File: src/rtl/demux_seq_pkg.sv
// Shared types for the demux round-robin sequencer.
package demux_seq_pkg;

    typedef enum logic [1:0] {
        StIdle = 2'd0,
        StRun  = 2'd1,
        StDone = 2'd2
    } state_e;

    localparam int unsigned DefaultN = 8;

endpackage

File: src/rtl/rr_next_chan.sv
// Combinational scan: lowest set bit of mask_i strictly above ptr_i,
// or the lowest set bit overall when lowest_i is high.
module rr_next_chan #(
    parameter int unsigned N     = 8,
    parameter int unsigned SEL_W = $clog2(N)
) (
    input  logic [N-1:0]     mask_i,
    input  logic [SEL_W-1:0] ptr_i,
    input  logic             lowest_i,
    output logic [SEL_W-1:0] nxt_o,
    output logic             found_o
);

    // Descending loop so the last hit written is the lowest qualifying index.
    always_comb begin
        nxt_o   = '0;
        found_o = 1'b0;
        for (int i = int'(N) - 1; i >= 0; i--) begin
            if (mask_i[i] && (lowest_i || i > int'(ptr_i))) begin
                nxt_o   = SEL_W'(i);
                found_o = 1'b1;
            end
        end
    end

endmodule

File: src/rtl/demux_rr_sequencer.sv
// Round-robin I/S sequencer feeding a 1-to-N demux.
// DEMUX_SEQ_CONTINUOUS_EN: frames restart automatically from the live chan_en.
module demux_rr_sequencer
    import demux_seq_pkg::*;
#(
    parameter  int unsigned N     = DefaultN,
    localparam int unsigned SEL_W = $clog2(N)
) (
    input  logic             clk,
    input  logic             rst,
    input  logic             start,
    input  logic [N-1:0]     chan_en,
    input  logic             in_valid,
    input  logic             in_data,
    output logic             in_ready,
    output logic             I,
    output logic [SEL_W-1:0] S,
    output logic             out_valid,
    output logic             busy,
    output logic             frame_done
);

    state_e           state_q;
    logic [N-1:0]     mask_q;
    logic [SEL_W-1:0] ptr_q;
    logic             i_q;
    logic [SEL_W-1:0] s_q;
    logic             out_valid_q;
    logic             frame_done_q;

    logic [SEL_W-1:0] low_idx;
    logic             low_found;
    logic [SEL_W-1:0] nxt_idx;
    logic             nxt_found;
    logic [N-1:0]     ptr_oh;

    rr_next_chan #(
        .N     (N),
        .SEL_W (SEL_W)
    ) u_low_chan (
        .mask_i   (chan_en),
        .ptr_i    ('0),
        .lowest_i (1'b1),
        .nxt_o    (low_idx),
        .found_o  (low_found)
    );

    // mask_q still holds ptr_q's bit, so "above ptr" skips it naturally.
    rr_next_chan #(
        .N     (N),
        .SEL_W (SEL_W)
    ) u_next_chan (
        .mask_i   (mask_q),
        .ptr_i    (ptr_q),
        .lowest_i (1'b0),
        .nxt_o    (nxt_idx),
        .found_o  (nxt_found)
    );

    assign ptr_oh = {{(N - 1){1'b0}}, 1'b1} << ptr_q;

    always_ff @(posedge clk or posedge rst) begin
        if (rst) begin
            state_q      <= StIdle;
            mask_q       <= '0;
            ptr_q        <= '0;
            i_q          <= 1'b0;
            s_q          <= '0;
            out_valid_q  <= 1'b0;
            frame_done_q <= 1'b0;
        end else begin
            i_q          <= 1'b0;
            out_valid_q  <= 1'b0;
            frame_done_q <= 1'b0;
            unique case (state_q)
                StIdle: begin
                    if (start && low_found) begin
                        state_q <= StRun;
                        mask_q  <= chan_en;
                        ptr_q   <= low_idx;
                    end
                end
                StRun: begin
                    if (in_valid) begin
                        i_q         <= in_data;
                        s_q         <= ptr_q;
                        out_valid_q <= 1'b1;
                        mask_q      <= mask_q & ~ptr_oh;
                        if (nxt_found) begin
                            ptr_q <= nxt_idx;
                        end else begin
                            state_q <= StDone;
                        end
                    end
                end
                StDone: begin
                    frame_done_q <= 1'b1;
`ifdef DEMUX_SEQ_CONTINUOUS_EN
                    if (low_found) begin
                        state_q <= StRun;
                        mask_q  <= chan_en;
                        ptr_q   <= low_idx;
                    end else begin
                        state_q <= StIdle;
                        mask_q  <= '0;
                        ptr_q   <= '0;
                    end
`else
                    state_q <= StIdle;
                    mask_q  <= '0;
                    ptr_q   <= '0;
`endif
                end
                default: state_q <= StIdle;
            endcase
        end
    end

    assign in_ready   = (state_q == StRun);
    assign busy       = (state_q != StIdle);
    assign I          = i_q;
    assign S          = s_q;
    assign out_valid  = out_valid_q;
    assign frame_done = frame_done_q;

endmodule

File: config.mk
export PLATFORM = sky130hd
export DESIGN_NAME = demux_rr_sequencer
export DESIGN_NICKNAME = d
export VERILOG_FILES = /design/src/rtl/demux_seq_pkg.sv /design/src/rtl/rr_next_chan.sv /design/src/rtl/demux_rr_sequencer.sv
export SDC_FILE = /design/constraint.sdc
export NUM_CORES = 1
export LEC_CHECK = 0
export CORE_UTILIZATION = 46
export DETAILED_ROUTE_END_ITERATION = 16
export GPL_TIMING_DRIVEN = 0
export HOLD_SLACK_MARGIN = 0.08
export PLACE_DENSITY_LB_ADDON = 0.12
export SETUP_SLACK_MARGIN = 0.2
export SLEW_MARGIN = 20
export SYNTH_ARGS = -nofsm -noshare
export SYNTH_HDL_FRONTEND = slang
export SYNTH_SLANG_ARGS = --single-unit
export TNS_END_PERCENT = 5
File: constraint.sdc
create_clock -name clk -period 1.7 [get_ports clk]
set_input_delay 0.34 -clock clk [delete_from_list [all_inputs] [get_ports clk]]
set_output_delay 0.34 -clock clk [all_outputs]
set_load 0.05 [all_outputs]
==> results.ini <==
[clock_network]
clk_latency_ps=310
cts_tree=done
path_clk_slew_ps=110
cts_buffer_depth=2
htreeDepth=1
cts_num_sinks=18
numCtsBuffers=3
root_buffer=clkbuf_4
holdBufCountCts=0

[critical_path]
cp-start-kind=flop
cp.required_ps=1890
reg2reg_slack_ps=-130
cp_cell_sequence=or3b_1, nand4_1, o41ai_4, mux2_1
critPathCaptureType=flop
slowest_delay_ps=470
worst_path_max_delay_cell=o41ai_4
reg2reg_depth=4
rr_startpoint=ptr_q[0]$_DFFE_PP0P_
cpLargestDelayFamily=compound AO/OA/AOI/OAI gates
cp_num_buf_inv=0
crit_path_max_fanout=6
worstPathArrival_ps=2020
crit_type=flop to flop
r2r_end=ptr_q[1]$_DFFE_PP0P_

[timing]
tightest_slew_ps=693.3
period_share_pct=107.4
holdWs_ps=324.0
slew_headroom_pct=53.73
setup_ws_ps=-125.2
period_minus_slack_ps=1825
maxSlewViolCount=0
tns_ps=-768.3
rsz0062_at_grt=yes
finClkSkew_ps=7.992
setup_viol=11
fmax_ghz=0.5479
finalHoldViolCount=0

[final_layout]
diodes=0
area_delta_synth_final_pct=32.42
fill_cells=201
final_nets=165
drive_above_1_share_pct=29.45

[global_route]
track_usage_pct=23.12
grt_pass1_wl_um=4443
grt_pass1_vias=922
grt_max_degree=19
antenna_found_initial=0
overflow=0

[routing]
dr.pass1.iters=4
drt-initial-drc-count=21
detail-route-antenna-nets=0
routedWlPerCell_um=16.10
vias=997
drc=0
wl_um=2801
vias_per_cell=5.730

[floorplanning]
die_width_um=51.84
rows=17
fp.coreArea_um2=2276
ioPinCount=21
start_util_pct=50.19
dieArea_um2=2687
die_height_um=51.84

[status]
status=finished, violations left
violations=negative setup slack

[synthesis]
synth_top_area_share_pct=39.43
ys_ff_latch=18
synth_cells=118
synth_most_common_cell=dfrtp_1
synth_edf_count=0
synth_area_leader_cell=dfrtp_1
synth_common_cells=dfrtp_1 (18), o21ai_0 (9), a22o_1 (8), inv_1 (8), nor2_1 (8)
synth_ff_type=dfrtp_1
ys_async_sr_fraction_pct=100.0
synth_area_um2=1142
syn-num-nets=136
synth.area.top_cells=dfrtp_1 (39%), a22o_1 (6.1%), ha_1 (5.5%), o21ai_0 (3.9%), mux2_1 (3.9%)
syn-mean-instance-area_um2=9.681
ys_warn_count=0
yosysSeqAreaShare_pct=39.43
synth_cell_types=40

[pwr]
leakagePower_nw=0.6932
ir_worst_vdd_v=0.001405
pwr_density_cell_nw_per_um2=2116

[flow_run]
max_cap_violations=0

[hold_path]
holdPathEnd=mask_q[6]$_DFFE_PP0P_
hold_path.class=input port to flop
holdCritStartpoint=chan_en[6]
min_path_cells=2

[placement]
dpl.hpwl_um=2011
portBuffers=20
dp_slack_ps=-640.9
gp_congestion=0.8672

[how the worst max path moves through the flow]
stage / start / slack (ps) / end / cells past startpoint
4_1_cts: ptr_q[2]$_DFFE_PP0P_ / -120 / ptr_q[0]$_DFFE_PP0P_ / 5
5_1_grt: ptr_q[2]$_DFFE_PP0P_ / -200 / ptr_q[0]$_DFFE_PP0P_ / 5
2_1_floorplan: chan_en[1] / -20 / mask_q[1]$_DFFE_PP0P_ / 6
3_5_place_dp: chan_en[1] / -640 / mask_q[1]$_DFFE_PP0P_ / 7
6_report: ptr_q[0]$_DFFE_PP0P_ / -130 / ptr_q[1]$_DFFE_PP0P_ / 4
3_3_place_gp: chan_en[5] / -620 / mask_q[6]$_DFFE_PP0P_ / 7
[metal layers]
metal  global-route usage (%)  part of all wire, %  vias up
met5                        0                    0        -
met4                    9.009                  3.1        0
met3                    5.263                  3.7       11
met2                    36.54                   48       25
met1                    30.29                   46      479
li1                         -                    -      482
[layout make-up]
| class | count | area (um2) | area share [%] |
|---|---|---|---|
| Multi-Input combinational cell | 87 | 698.2 | 46.15 |
| Sequential cell | 18 | 452.9 | 29.94 |
| Timing Repair Buffer | 24 | 224.0 | 14.81 |
| Clock buffer | 4 | 36.28 | 2.399 |
| Inverter | 8 | 35.03 | 2.316 |
| Tap cell | 28 | 35.03 | 2.316 |
| Buffer | 5 | 31.28 | 2.068 |
[logic make-up after synthesis]
family	count (synthesis)	share of synthesized area, %
AND/OR/NAND/NOR	36	18.73
buffers and inverters	13	5.038
AO/OA/AOI/OAI	39	24.43
multiplexers	7	6.900
flip-flops	18	39.43
adder cells (fa/ha/maj)	5	5.476
[placed cells by master (no fill, tap or decap), types with 3 or more instances in the layout]
| master | instances |
|---|---|
| ha_1 | 3 |
| o21ai_0 | 6 |
| nand2_1 | 5 |
| nor2b_1 | 3 |
| nor3b_1 | 3 |
| buf_4 | 5 |
| clkdlybuf4s50_1 | 4 |
| mux2_1 | 4 |
| mux2_2 | 3 |
| a21oi_1 | 6 |
| o21ai_1 | 4 |
| buf_2 | 3 |
| inv_1 | 6 |
| nor2_1 | 7 |
| a22o_1 | 8 |
| nand2b_1 | 3 |
| dfrtp_1 | 16 |
| clkbuf_4 | 3 |
| clkdlybuf4s15_2 | 7 |
[timing repair]
| action | in CTS | in global routing |
|---|---|---|
| setup endpoints to repair | 20 | 15 |
| pin swaps | 12 | 6 |
| gates resized for setup | 65 | 6 |
| buffers inserted | 4 | 0 |
[state kept, by name, summed over array words and instances (netlist names)]
register and count:
ptr_q 3, state_q 2, mask_q 7, frame_done 1
out_valid 1, I 1, S 3
[worst reg2reg max path, cell delays in order (launching register included)]
cell and delay (ps):
dfrtp_1 460, or3b_1 190, nand4_1 240, o41ai_4 470, mux2_1 360
[metrics by stage]
stage | instance area (um2) | std cells | utilization [%] | total power [mW]
global placement | 1414 | 166 | 62.12 | 2.623
global route | 1513 | 174 | 66.47 | 3.418
floorplan | 1179 | 118 | - | 2.216
detailed placement | 1414 | 166 | 62.12 | 2.672
CTS | 1505 | 174 | 66.14 | 3.131
finish | 1513 | 174 | 66.47 | 3.201
[report_power, final]
part           switching, mW  internal (mW)  leakage [nW]
Combinational           1.22          0.955         0.441
Clock                  0.144          0.131        0.0210
Sequential             0.150          0.606         0.231
Total                   1.51           1.69         0.693
(Power assumes the default switching activity.)
